## config.mk

```make
export PLATFORM = sky130hd
export DESIGN_NAME = erc2_uart_loader_flat
export DESIGN_NICKNAME = d
export VERILOG_FILES = /design/src/rtl/erc2_uart_loader_if.sv /design/src/rtl/erc2_uart_loader.sv /design/src/flat_wrapper.sv
export SDC_FILE = /design/constraint.sdc
export NUM_CORES = 1
export LEC_CHECK = 0
export ABC_CLOCK_PERIOD_IN_PS = 2500
export BUFFER_PORTS_ARGS = -buffer_cell sky130_fd_sc_hd__buf_2
export CORE_MARGIN = 2
export CORE_UTILIZATION = 59
export DETAILED_ROUTE_END_ITERATION = 10
export HOLD_SLACK_MARGIN = 0.1
export PLACE_DENSITY = 0.79
export SLEW_MARGIN = 20
export SYNTH_ARGS = -nofsm -noshare
export SYNTH_HDL_FRONTEND = slang
export SYNTH_SLANG_ARGS = --single-unit
```

## constraint.sdc

```tcl
create_clock -name clk_25mhz -period 2.5 [get_ports clk_25mhz]
set_input_delay 0.125 -clock clk_25mhz [delete_from_list [all_inputs] [get_ports clk_25mhz]]
set_output_delay 0.125 -clock clk_25mhz [all_outputs]
set_load 0.01 [all_outputs]
```

## src/rtl/erc2_uart_loader_if.sv

```systemverilog
// Memory-write / status bundle between the UART boot loader and the erc2-v core.
// The loader is the master: it drives the write port and status levels and listens to uart_rx.
interface erc2_uart_loader_if #(
    parameter int ADDR_W = 3
);
    logic              uart_rx;
    logic              mem_we;
    logic [ADDR_W-1:0] mem_addr;
    logic [31:0]       mem_wdata;
    logic              cpu_reset;
    logic              load_done;
    logic              load_error;
    logic              busy;

    modport master (
        input  uart_rx,
        output mem_we,
        output mem_addr,
        output mem_wdata,
        output cpu_reset,
        output load_done,
        output load_error,
        output busy
    );

    modport slave (
        output uart_rx,
        input  mem_we,
        input  mem_addr,
        input  mem_wdata,
        input  cpu_reset,
        input  load_done,
        input  load_error,
        input  busy
    );
endinterface

```

## src/rtl/erc2_uart_loader.sv

```systemverilog
// UART boot loader: receives an A5-framed, XOR-checksummed image, writes it word by word
// into core memory and keeps the core in reset until a complete valid image has arrived.
module erc2_uart_loader #(
    parameter int CLKS_PER_BIT = 217,
    parameter int MEM_WORDS    = 8,
    parameter int ADDR_W       = 3,
    parameter int TIMEOUT_CLKS = 2500000
) (
    input  logic               clk_25mhz,
    input  logic               reset,
    erc2_uart_loader_if.master bus
);
    localparam int CNT_W = $clog2(CLKS_PER_BIT);
    localparam int TMO_W = $clog2(TIMEOUT_CLKS);
    localparam int IDX_W = ADDR_W + 1;

    localparam logic [CNT_W-1:0] HALF_M1   = CNT_W'(CLKS_PER_BIT / 2 - 1);
    localparam logic [CNT_W-1:0] FULL_M1   = CNT_W'(CLKS_PER_BIT - 1);
    localparam logic [TMO_W-1:0] TMO_M1    = TMO_W'(TIMEOUT_CLKS - 1);
    localparam logic [7:0]       SYNC_BYTE = 8'hA5;
    localparam logic [7:0]       MAX_N     = 8'(MEM_WORDS);

    typedef enum logic [1:0] {
        RX_IDLE,
        RX_START,
        RX_DATA,
        RX_STOP
    } rx_state_t;

    typedef enum logic [2:0] {
        WAIT_SYNC,
        GET_COUNT,
        GET_DATA,
        GET_CSUM,
        DONE
    } ld_state_t;

    // ------------------------------------------------------------------
    // UART receiver
    // ------------------------------------------------------------------
    logic [1:0]       sync_q;
    logic             rx_prev_q;
    logic             rx_s;
    rx_state_t        rx_state_q, rx_state_d;
    logic [CNT_W-1:0] rx_cnt_q, rx_cnt_d;
    logic [2:0]       rx_bit_q, rx_bit_d;
    logic [7:0]       rx_shift_q, rx_shift_d;
    logic             byte_valid_q, byte_valid_d;
    logic             rx_ferr_q, rx_ferr_d;

    assign rx_s = sync_q[1];

    // Synchronizer resets to the idle level so leaving reset never looks like a start edge.
    always_ff @(posedge clk_25mhz) begin
        if (reset) begin
            sync_q       <= 2'b11;
            rx_prev_q    <= 1'b1;
            rx_state_q   <= RX_IDLE;
            rx_cnt_q     <= '0;
            rx_bit_q     <= '0;
            rx_shift_q   <= '0;
            byte_valid_q <= 1'b0;
            rx_ferr_q    <= 1'b0;
        end else begin
            sync_q       <= {sync_q[0], bus.uart_rx};
            rx_prev_q    <= rx_s;
            rx_state_q   <= rx_state_d;
            rx_cnt_q     <= rx_cnt_d;
            rx_bit_q     <= rx_bit_d;
            rx_shift_q   <= rx_shift_d;
            byte_valid_q <= byte_valid_d;
            rx_ferr_q    <= rx_ferr_d;
        end
    end

    always_comb begin
        rx_state_d   = rx_state_q;
        rx_cnt_d     = rx_cnt_q;
        rx_bit_d     = rx_bit_q;
        rx_shift_d   = rx_shift_q;
        byte_valid_d = 1'b0;
        rx_ferr_d    = 1'b0;
        case (rx_state_q)
            RX_IDLE: begin
                if (rx_prev_q && !rx_s) begin
                    rx_state_d = RX_START;
                    rx_cnt_d   = '0;
                end
            end
            RX_START: begin
                if (rx_cnt_q == HALF_M1) begin
                    rx_cnt_d   = '0;
                    rx_bit_d   = '0;
                    rx_state_d = rx_s ? RX_IDLE : RX_DATA;
                end else begin
                    rx_cnt_d = rx_cnt_q + CNT_W'(1);
                end
            end
            RX_DATA: begin
                if (rx_cnt_q == FULL_M1) begin
                    rx_cnt_d   = '0;
                    rx_shift_d = {rx_s, rx_shift_q[7:1]};
                    if (rx_bit_q == 3'd7) begin
                        rx_state_d = RX_STOP;
                    end else begin
                        rx_bit_d = rx_bit_q + 3'd1;
                    end
                end else begin
                    rx_cnt_d = rx_cnt_q + CNT_W'(1);
                end
            end
            RX_STOP: begin
                if (rx_cnt_q == FULL_M1) begin
                    rx_cnt_d     = '0;
                    rx_state_d   = RX_IDLE;
                    byte_valid_d = rx_s;
                    rx_ferr_d    = !rx_s;
                end else begin
                    rx_cnt_d = rx_cnt_q + CNT_W'(1);
                end
            end
            default: rx_state_d = RX_IDLE;
        endcase
    end

    // ------------------------------------------------------------------
    // Loader
    // ------------------------------------------------------------------
    ld_state_t         state_q, state_d;
    logic [IDX_W-1:0]  n_q, n_d;
    logic [IDX_W-1:0]  idx_q, idx_d;
    logic [IDX_W-1:0]  idx_inc;
    logic [7:0]        csum_q, csum_d;
    logic [23:0]       word_q, word_d;
    logic [1:0]        byte_cnt_q, byte_cnt_d;
    logic [TMO_W-1:0]  tmo_q, tmo_d;
    logic              mem_we_q, mem_we_d;
    logic [ADDR_W-1:0] mem_addr_q, mem_addr_d;
    logic [31:0]       mem_wdata_q, mem_wdata_d;
    logic              cpu_reset_q, cpu_reset_d;
    logic              load_done_q, load_done_d;
    logic              load_error_q, load_error_d;
    logic              in_frame;
    logic              tmo_expired;
    logic              bad_byte;

    assign in_frame    = state_q inside {GET_COUNT, GET_DATA, GET_CSUM};
    assign tmo_expired = !byte_valid_q && (tmo_q == TMO_M1);
    assign idx_inc     = idx_q + IDX_W'(1);

    always_ff @(posedge clk_25mhz) begin
        if (reset) begin
            state_q      <= WAIT_SYNC;
            n_q          <= '0;
            idx_q        <= '0;
            csum_q       <= '0;
            word_q       <= '0;
            byte_cnt_q   <= '0;
            tmo_q        <= '0;
            mem_we_q     <= 1'b0;
            mem_addr_q   <= '0;
            mem_wdata_q  <= '0;
            cpu_reset_q  <= 1'b1;
            load_done_q  <= 1'b0;
            load_error_q <= 1'b0;
        end else begin
            state_q      <= state_d;
            n_q          <= n_d;
            idx_q        <= idx_d;
            csum_q       <= csum_d;
            word_q       <= word_d;
            byte_cnt_q   <= byte_cnt_d;
            tmo_q        <= tmo_d;
            mem_we_q     <= mem_we_d;
            mem_addr_q   <= mem_addr_d;
            mem_wdata_q  <= mem_wdata_d;
            cpu_reset_q  <= cpu_reset_d;
            load_done_q  <= load_done_d;
            load_error_q <= load_error_d;
        end
    end

    always_comb begin
        state_d      = state_q;
        n_d          = n_q;
        idx_d        = idx_q;
        csum_d       = csum_q;
        word_d       = word_q;
        byte_cnt_d   = byte_cnt_q;
        mem_we_d     = 1'b0;
        mem_addr_d   = mem_addr_q;
        mem_wdata_d  = mem_wdata_q;
        cpu_reset_d  = cpu_reset_q;
        load_done_d  = load_done_q;
        load_error_d = load_error_q;
        bad_byte     = 1'b0;
        tmo_d        = (!in_frame || byte_valid_q) ? '0 : tmo_q + TMO_W'(1);

        case (state_q)
            WAIT_SYNC, DONE: begin
                if (byte_valid_q && rx_shift_q == SYNC_BYTE) begin
                    cpu_reset_d  = 1'b1;
                    load_done_d  = 1'b0;
                    load_error_d = 1'b0;
                    idx_d        = '0;
                    csum_d       = '0;
                    byte_cnt_d   = '0;
                    state_d      = GET_COUNT;
                end
            end
            GET_COUNT: begin
                if (byte_valid_q) begin
                    if (rx_shift_q != 8'd0 && rx_shift_q <= MAX_N) begin
                        n_d     = rx_shift_q[IDX_W-1:0];
                        state_d = GET_DATA;
                    end else begin
                        bad_byte = 1'b1;
                    end
                end
            end
            GET_DATA: begin
                if (byte_valid_q) begin
                    // Little-endian: earlier bytes drift toward bit 0 as later ones arrive.
                    csum_d     = csum_q ^ rx_shift_q;
                    word_d     = {rx_shift_q, word_q[23:8]};
                    byte_cnt_d = byte_cnt_q + 2'd1;
                    if (byte_cnt_q == 2'd3) begin
                        mem_we_d    = 1'b1;
                        mem_addr_d  = idx_q[ADDR_W-1:0];
                        mem_wdata_d = {rx_shift_q, word_q};
                        idx_d       = idx_inc;
                        if (idx_inc == n_q) begin
                            state_d = GET_CSUM;
                        end
                    end
                end
            end
            GET_CSUM: begin
                if (byte_valid_q) begin
                    if (rx_shift_q == csum_q) begin
                        load_done_d = 1'b1;
                        cpu_reset_d = 1'b0;
                        state_d     = DONE;
                    end else begin
                        bad_byte = 1'b1;
                    end
                end
            end
            default: state_d = WAIT_SYNC;
        endcase

        // Words already written are left in memory; only the status reflects the failure.
        if (in_frame && (bad_byte || rx_ferr_q || tmo_expired)) begin
            load_error_d = 1'b1;
            cpu_reset_d  = 1'b1;
            state_d      = WAIT_SYNC;
        end
    end

    assign bus.mem_we     = mem_we_q;
    assign bus.mem_addr   = mem_addr_q;
    assign bus.mem_wdata  = mem_wdata_q;
    assign bus.cpu_reset  = cpu_reset_q;
    assign bus.load_done  = load_done_q;
    assign bus.load_error = load_error_q;
    assign bus.busy       = in_frame;

endmodule

```

## src/flat_wrapper.sv

```systemverilog
// flat-port wrapper written by rule: the top's interface ports become plain ports
module erc2_uart_loader_flat 
#(
    parameter int CLKS_PER_BIT = 217,
    parameter int MEM_WORDS    = 8,
    parameter int ADDR_W       = 3,
    parameter int TIMEOUT_CLKS = 2500000
)
  (clk_25mhz, reset, bus_uart_rx, bus_mem_we, bus_mem_addr, bus_mem_wdata, bus_cpu_reset, bus_load_done, bus_load_error, bus_busy);
  erc2_uart_loader_if #(.ADDR_W(ADDR_W)) bus_i ();
  input  logic clk_25mhz;
  input  logic reset;
  input wire logic [$bits(bus_i.uart_rx)-1:0] bus_uart_rx;
  output wire logic [$bits(bus_i.mem_we)-1:0] bus_mem_we;
  output wire logic [$bits(bus_i.mem_addr)-1:0] bus_mem_addr;
  output wire logic [$bits(bus_i.mem_wdata)-1:0] bus_mem_wdata;
  output wire logic [$bits(bus_i.cpu_reset)-1:0] bus_cpu_reset;
  output wire logic [$bits(bus_i.load_done)-1:0] bus_load_done;
  output wire logic [$bits(bus_i.load_error)-1:0] bus_load_error;
  output wire logic [$bits(bus_i.busy)-1:0] bus_busy;
  assign bus_i.uart_rx = bus_uart_rx;
  assign bus_mem_we = bus_i.mem_we;
  assign bus_mem_addr = bus_i.mem_addr;
  assign bus_mem_wdata = bus_i.mem_wdata;
  assign bus_cpu_reset = bus_i.cpu_reset;
  assign bus_load_done = bus_i.load_done;
  assign bus_load_error = bus_i.load_error;
  assign bus_busy = bus_i.busy;
  erc2_uart_loader #(.CLKS_PER_BIT(CLKS_PER_BIT), .MEM_WORDS(MEM_WORDS), .ADDR_W(ADDR_W), .TIMEOUT_CLKS(TIMEOUT_CLKS)) u_core (.clk_25mhz(clk_25mhz), .reset(reset), .bus(bus_i));
endmodule
```

-- Word level (Yosys, flattened, before mapping)
Index checks and enable logic that the tools add are counted.
- flip-flop bits (word level): 132
- bits of input ports: 3
- output and inout bits: 40
- logic and storage cells: 148
- $add $sub $neg: 5
- $lt $le $gt $ge: 1
- eq/ne operators: 29
- mux-type cells: 50
- bitwise logic cells: 5
- reduce and logical (&&, ||, !) cells: 37
- operators by type and width (cell ; number):
    $mux W8 ; 5
    $mux W3 ; 11
    $pmux W8 S3 ; 1
    $add A22 B1 Y22 const B ; 1
    $eq A22 B22 Y1 const B ; 1
    $ne A2 B1 Y1 const B ; 9
    $eq A8 B8 Y1 const B ; 2
    $mux W2 ; 8
    $pmux W8 S2 ; 1
    $mux W1 ; 13
    $mux W4 ; 3
    $pmux W3 S4 ; 1
    $reduce_and A4 Y1 ; 3
    $ne A2 B2 Y1 const B ; 5
    $reduce_bool A2 Y1 ; 5
    $reduce_and A3 Y1 ; 3
    $add A8 B1 Y8 const B ; 1
    $eq A8 B7 Y1 const B ; 1
    $eq A8 B8 Y1 ; 1
    $le A8 B4 Y1 const B ; 1
    $pmux W2 S4 ; 1
    $pmux W4 S2 ; 1
    $reduce_and A8 Y1 ; 1
    $reduce_bool A8 Y1 ; 1
    other kinds (24) ; 47

-- Depth between registers and ports, before layout
Gate-level depths: netlist (run 1).
- depth after elaboration: 10
- mapped depth: 8
- gate-level depth less buffers: 7

-- Worst setup path after synthesis (run 1)
OpenSTA, ideal clock, no wires.
- path kind: register -> register
- start: reg u_core.rx_shift_q[6]
- end: reg u_core.state_q[0]
- data arrival time: 1.819 ns
- required time: 2.368 ns
- slack: 0.549 ns
- cell stages (with the launch flop): 7
- path buffers: 1
- clock period less this slack: 1.951 ns
- cell sequence: dfxtp_1 > buf_6 > nor2b_4 > or4_4 > or4_4 > o2111ai_1 > a31oi_1
- cells in the longest elaborated chain, start to end: 9
- RTL lines (what ; line ; RTL):
    start, declared ; erc2_uart_loader.sv:47 ; logic [7:0] rx_shift_q, rx_shift_d;
    start signal, assigned ; erc2_uart_loader.sv:70 ; rx_shift_q <= rx_shift_d;
    $le A8 B4 Y1 or $reduce_bool A8 Y1 (tied branches) ; erc2_uart_loader.sv:213 ; if (rx_shift_q != 8'd0 && rx_shift_q <= MAX_N) begin
    $logic_and A1 B1 Y1 ; erc2_uart_loader.sv:213 ;
    $mux W1 ; erc2_uart_loader.sv:213 ;
    $mux W1 ; erc2_uart_loader.sv:212 ; if (byte_valid_q) begin
    $pmux W1 S2 ; erc2_uart_loader.sv:199 ; case (state_q)
    $logic_or A1 B1 Y1 (2 in series) ; erc2_uart_loader.sv:253 ; if (in_frame && (bad_byte || rx_ferr_q || tmo_expired)) begin
    $logic_and A1 B1 Y1 ; erc2_uart_loader.sv:253 ;
    $reduce_or A2 Y1 (no line) ; - ;
    end signal, assigned ; erc2_uart_loader.sv:167 ; state_q <= state_d;
    end, declared ; erc2_uart_loader.sv:129 ; ld_state_t state_q, state_d;
Several ways; a longest one is shown, not always the timed one.
A chain may end at the register's enable or synchronous reset.

-- Worst setup path after layout (run 1)
- start: reg u_core.rx_shift_q[3]
- end: reg u_core.state_q[0]
The elaborated chain is that of the path after synthesis.

==> key figures, run 1 <==
Logic synthesis
  – Dominant cells by area after synthesis: dfxtp_1, nand2_1, a21oi_1
  – Post-synth top area cell: dfxtp_1
  – Synthesized area: 5460 um^2
  – Synth Instances: 667
  – Register area share after synthesis: 48.4%
  – Async SR Flop Fraction: 0%
  – Yosys reg bits: 132
  – Library cells used by synthesis: 56
  – Synth warn: 0
  – Yosys top cell area share: 48.4%
  – Synth Flop Type: dfxtp_1
  – Post-synth EDFFs: 0
  – Post-synth net total: about 680
  – Syn Area/Cell: 8.19 um^2

GRT
  – Vias in the first global route: 4272
  – Largest net degree at the start of global routing: around 100
  – Antenna violations before repair: 0
  – Global Route Usage Sum: 23.0%
  – First-pass GRT wire length: 19000 um
  – GRT overflow: 0

Critical path
  – Delay-heaviest family, CP: simple AND/OR/NAND/NOR gates
  – Critical path cell sequence: nor2b_1, or4_4, or4_4, o2111ai_1, a31oi_1
  – Worst Path Buf+Inv: 0
  – CP startpoint kind: flop
  – Critical Path Most Common Cell: or4_4
  – FF-to-FF End: u_core.state_q[0]
  – R2R depth: 5
  – CP max stage cell: or4_4
  – Worst Path Required: 2880 ps
  – WS Path Type: flop to flop
  – Worst reg-to-reg setup slack: 460 ps
  – Instance count on the critical path: 5
  – Crit path capture: u_core.state_q[0]
  – Critical R2R Launch: u_core.rx_shift_q[3]
  – Setup crit end kind: flop
  – Critical Path AT: 2420 ps
  – Worst path max stage delay: 490 ps
  – Crit path from: u_core.rx_shift_q[3]
  – Worst-path fanout max: 11

Route
  – # DRC: 0
  – Wire length per cell: 13.6 um
  – Vias: 4596
  – Pre-antenna DRT Iters: 5
  – Via-per-instance ratio: 5.58
  – Post-route antenna net violation count: 0
  – Starting DRT DRC Count: 186
  – Routed WL: 11200 um

Worst hold path
  – HP Class: primary input to flop
  – Worst Hold Depth: 3

Power
  – Comb power frac: 1.4%
  – Max VDD drop: 0.413 mV
  – Flop pwr share: between 40% and 50%
  – Clock power share: a little over 50%
  – PwrDens: 710 nW/um^2
  – Sw frac: 23.7%
  – Cell Int Power: between 0.003 and 0.004 W
  – LEAKAGE: between 2 and 2.5 nW
  – Psw: around 0.0011 W

Clock network
  – CTS tree: built
  – Post-CTS setup buffers: 0
  – Htree depth: 4
  – Clk_lat worst skew: 510 ps
  – Clock Root Buffer: clkbuf_8
  – Worst-path clk slew: 60 ps
  – CTS buffer count: 17
  – Clock Sinks: 132
  – Clock Path Buffers: 2

Layout
  – Sequential Area: about 2600 um^2
  – Layout area overhead: 15.3%
  – Most frequent cells in the layout: nand2_1, dfxtp_1, a21oi_1
  – Nets@finish: 710
  – Most common library cell in the layout ignoring fill and taps: nand2_1
  – ANT cells: 0
  – Fillers: 716
  – Non-Filler Instances: 824
  – Area of the multi-input gates: about 2600 um^2
  – Share of cells above drive strength 1: 14.0%

Floorplanning
  – Die height: 100 um
  – Num rows: 35
  – Die width: 100 um
  – I/O pins: 43
  – Core ar.: 9110 um^2
  – Starting Density: 60.0%
  – Overall die area: about 10000 um^2

Run status
  – Status: finished, final reports clean

Placed design
  – Global placer's final weighted congestion: 0.915
  – IO Port Bufs: 42
  – # placed instances: 790
  – Hpwl dp: 7470 um

Run
  – Max_cap viols: 0

STA
  – Worst-Margin Slew: 1010 ps
  – Fmax: 0.490 GHz
  – Max-slew violations: 0
  – Setup Skew: 11.3 ps
  – Period minus WS final: 2040 ps
  – Crit share post-route: 81.6%
  – Total negative slack: 0 ps
  – RSZ-0062 raised after global routing: no
  – Setup-failing EPs final: 0
  – Hold Fails Final Rpt: 0
  – Max_slew headroom: about a third
==> power by group through the flow <==
| stage | clock network [W] | registers [W] | logic (W) |
|---|---|---|---|
| 2_1_floorplan | 0 | 0.00216 | 0.0000498 |
| 3_5_place_dp | 0 | 0.00216 | 0.0000595 |
| 3_3_place_gp | 0 | 0.00216 | 0.0000563 |
| 6_report | 0.00230 | 0.00211 | 0.0000622 |
| 5_1_grt | 0.00242 | 0.00211 | 0.0000692 |
| 4_1_cts | 0.00232 | 0.00211 | 0.0000618 |
==> metal layers <==
layer / track usage (%) / vias to the layer above / share of wire (%)
li1: - / 2338 / -
met1: 30.4 / 2147 / 48
met2: 37.6 / 96 / 47
met3: 4.74 / 15 / 3.5
met4: 7.59 / 0 / 1.4
met5: 0 / - / 0
==> synthesized netlist by cell type, drive strengths merged, types with 8 or more instances <==
master / count
nand2: 156
dfxtp: 132
a21oi: 85
nor2: 55
clkbuf: 30
nand3: 26
xnor2: 21
nor3: 16
o21ai: 15
inv: 13
buf: 10
mux2i: 8
xor2: 8
==> state kept, by name, indices dropped and copies added (netlist names), 2 cells and up, named ones only <==
register	flops
u_core.n_q	4
u_core.sync_q	2
u_core.tmo_q	22
u_core.rx_shift_q	8
u_core.byte_cnt_q	2
u_core.csum_q	8
u_core.state_q	3
u_core.rx_bit_q	3
u_core.bus.mem_wdata	32
u_core.rx_cnt_q	8
u_core.bus.mem_addr	3
u_core.word_q	24
u_core.idx_q	4
==> layout make-up <==
type	instances	area share, %
tap	111	2.20
timing repair buffer	54	4.85
multi-input combinational	482	41.4
sequential	132	41.9
clock buffer	18	6.79
clock inverter	14	2.08
inverter	13	0.774
==> worst min-delay path by stage <==
stage | from | to | slack (ps)
final | bus_uart_rx | u_core.sync_q[0] | 330
after floorplan | bus_uart_rx | u_core.sync_q[0] | 230
after detailed placement | bus_uart_rx | u_core.sync_q[0] | 310
after CTS | bus_uart_rx | u_core.sync_q[0] | 330
after global routing | bus_uart_rx | u_core.sync_q[0] | 330
after global placement | bus_uart_rx | u_core.sync_q[0] | 310
==> worst min-delay path: cells and delay by family <==
family	cells	cell delay, ps
and+or+nand+nor	1	80
buffers and inverters	2	610
==> kinds of logic (layout without fill, tap and decap cells) <==
| family | count (synthesis) | in the layout | synth area share, % |
|---|---|---|---|
| multiplexers | 9 | 9 | 1.67 |
| AND/OR/NAND/NOR | 308 | 308 | 26.3 |
| adder cells (fa/ha/maj) | 7 | 7 | 1.60 |
| AO/OA/AOI/OAI | 129 | 129 | 13.4 |
| buffers and inverters | 53 | 99 | 4.01 |
| XOR/XNOR | 29 | 29 | 4.65 |
| flip-flops | 132 | 132 | 48.4 |
==> per-stage QoR <==
step / util [%] / worst slack, ps / area (um^2) / hold slack (ps) / total power, W
detailed placement: 62.8 / 248 / 5720 / 312 / 0.00222
floorplan: - / 549 / 5460 / 229 / 0.00221
global placement: 62.8 / 472 / 5720 / 311 / 0.00222
global route: 69.2 / 252 / 6300 / 330 / 0.00460
finish: 69.2 / 459 / 6300 / 333 / 0.00447
CTS: 69.1 / 241 / 6300 / 326 / 0.00450
==> what timing repair did <==
action                                  in CTS  in global routing
endpoints found under the setup margin       0                  3
hold buffers                                 2                  0
endpoints found under the hold margin        5                  0
resized for setup                            0                  1
Note: power is estimated with default switching activity, not from simulation.
==> run 2, diff against run 1 <==
Settings changed: ABC_CLOCK_PERIOD_IN_PS 2500 to 1700, CORE_UTILIZATION 59 to 54, PLACE_DENSITY 0.79 to 0.76.
Clock period 2.5 ns to 1.7 ns, I/O delays scaled along.
==> key figures, run 2 (synthesized netlist as in run 1, its figures left out) <==
Layout
  – Share of cells above drive strength 1: 28.4% (+14 points)
  – Most common library cell in the layout ignoring fill and taps: nand2_1
  – Most frequent cells in the layout: nand2_1, dfxtp_1, a21oi_1
  – Non-Filler Instances: 914 (+11%)
  – Layout area overhead: 32.2%
  – Largest register FFs: 32 (unchanged)
  – Nets@finish: 778 (+9.6%)
  – ANT cells: 0 (unchanged)

Clock network
  – Clock Sinks: 132 (unchanged)
  – Clock Root Buffer: clkbuf_8
  – Worst-path clk slew: 70 ps (about the same)
  – Clock Path Buffers: 2 (unchanged)
  – Clk_lat worst skew: 530 ps (+20 ps)
  – CTS tree: built
  – Htree depth: 4 (unchanged)
  – CTS buffer count: 17 (unchanged)

Placed design
  – # placed instances: 870 (+10%)
  – Global placer's final weighted congestion: 0.862 (-5.8%)
  – Hpwl dp: 8230 um (+10%)
  – IO Port Bufs: 42 (unchanged)

Route
  – Post-route antenna net violation count: 0 (unchanged)
  – Vias: 5035 (+9.6%)
  – Pre-antenna DRT Iters: 5 (unchanged)
  – Wire length per cell: 14.7 um (+8.6%)
  – Routed WL: 13500 um (+20%)
  – # DRC: 0 (unchanged)
  – Via-per-instance ratio: 5.51 (-1.2%)
  – Starting DRT DRC Count: 266 (+43%)

Floorplanning
  – Die height: 105 um (+4.3%)
  – Core ar.: 9820 um^2 (+7.8%)
  – Starting Density: 55.6% (-4.3 points)
  – Overall die area: 10900 um^2 (+8.9%)
  – Die width: 105 um (+4.3%)
  – I/O pins: 43 (unchanged)
  – Num rows: 36 (+2.9%)

Worst hold path
  – HP Class: flop to flop

STA
  – Fmax: 0.544 GHz (+11%)
  – Max_slew headroom: 55.1% (+23 points)
  – Crit share post-route: 108% (+27 points)
  – Setup-failing EPs final: 9 (+9)
  – RSZ-0062 raised after global routing: yes
  – Max-slew violations: 0 (unchanged)
  – Setup Skew: 9.54 ps (-1.75 ps)
  – Period minus WS final: 1840 ps (-201 ps)
  – Hold Fails Final Rpt: 0 (unchanged)
  – Final setup margin: -140 ps (-599 ps)
  – Worst-Margin Slew: 669 ps (-345 ps)
  – Final hold slack: 414 ps (+81.6 ps)

Critical path
  – Worst path max stage delay: 550 ps (+60 ps)
  – Critical path cell sequence: nor2b_4, or4_4, or4_4, o2111ai_2, a31oi_1
  – Setup crit end kind: flop
  – Critical Path AT: 2240 ps (-180 ps)
  – Delay-heaviest family, CP: simple AND/OR/NAND/NOR gates
  – Worst Path Required: 2100 ps (-780 ps)
  – CP max stage cell: or4_4
  – WS Path Type: flop to flop
  – Worst Path Buf+Inv: 0 (unchanged)
  – Critical Path Most Common Cell: or4_4
  – Worst-path fanout max: 2 (-9)
  – CP startpoint kind: flop

GRT
  – First-pass GRT wire length: 21400 um (+13%)
  – Antenna violations before repair: 0 (unchanged)
  – Largest net degree at the start of global routing: 57 (-45%)
  – Global Route Usage Sum: 23.7% (+0.79 points)
  – Vias in the first global route: 4707 (+10%)
  – GRT overflow: 0 (unchanged)

Run status
  – Violated checks: setup timing
  – Status: finished with violations

Run
  – Max_cap viols: 0 (unchanged)

Power
  – PwrDens: 920 nW/um^2 (+30%)
  – Max VDD drop: 0.617 mV (+49%)
  – LEAKAGE: 2.64 nW (+18%)
## run 2: changes by cell type in the layout (fill, tap and decap cells not counted), moves of 6 or more
cell     change
dfxtp_1     -12
buf_6        +6
buf_4       +59
dfxtp_2     +10
## run 2: layer usage
metal / share of wire (%) / up-vias / track usage, % / wire (um)
met1: 42 / 2399 / 28.0 / 5620
li1: - / 2466 / - / -
met2: 51 / 133 / 41.7 / 6900
met3: 4.1 / 37 / 5.55 / 553
met5: 0 / - / 0 / 0
met4: 2.9 / 0 / 9.43 / 387
## run 2: path summary, 6_finish.rpt
kind                                  startpoint  depth (start not counted)  slack [ps]           endpoint
worst max-delay path            u_core.csum_q[6]                          5        -140  u_core.state_q[0]
worst min-delay path            u_core.sync_q[0]                          1         410   u_core.sync_q[1]
worst max register to register  u_core.csum_q[6]                          5        -140  u_core.state_q[0]
worst min register to register  u_core.sync_q[0]                          1         410   u_core.sync_q[1]
## run 2: power breakdown
| part | switching [W] | internal (W) | leakage, nW |
|---|---|---|---|
| Clock | 0.00153 | 0.00186 | 0.260 |
| Combinational | 0.0000944 | 0.0000576 | 1.31 |
| Sequential | 0.0000104 | 0.00310 | 1.07 |
## run 2: through the flow
stage | instance area [um^2] | power [W] | util, % | setup TNS (ps) | setup WS [ps]
final | 7220 | 0.00665 | 73.6 | -587 | -140
after global routing | 7220 | 0.00683 | 73.6 | -1780 | -193
after CTS | 6930 | 0.00663 | 70.6 | -372 | -110
after global placement | 6240 | 0.00327 | 63.6 | -491 | -142
after floorplan | 5510 | 0.00325 | - | -350 | -142
after detailed placement | 6240 | 0.00328 | 63.6 | -1300 | -230
## run 2: final cells by class
type                    instances  area [um^2]
fillers                       701         2590
flip-flops and latches        132         2660
clock inverters                15          136
clock buffers                  17          414
inverters                      13         48.8
well taps                     133          166
repair buffers                122          866
multi-input cells             482         2930
## run 2: repair_timing
action / in CTS / in global routing
pin swaps: 5 / 23
setup endpoints to repair: 27 / 42
hold endpoints to repair: 14 / 0
cloned: 1 / 0
gates resized for setup: 24 / 54
buffers inserted: 2 / 6
hold buffers: 3 / 0
## run 2: worst register-to-register path, cell delays in order (launching register included)
cell and delay (ps):
dfxtp_2 320, nor2b_4 110, or4_4 550, or4_4 440, o2111ai_2 180, a31oi_1 100
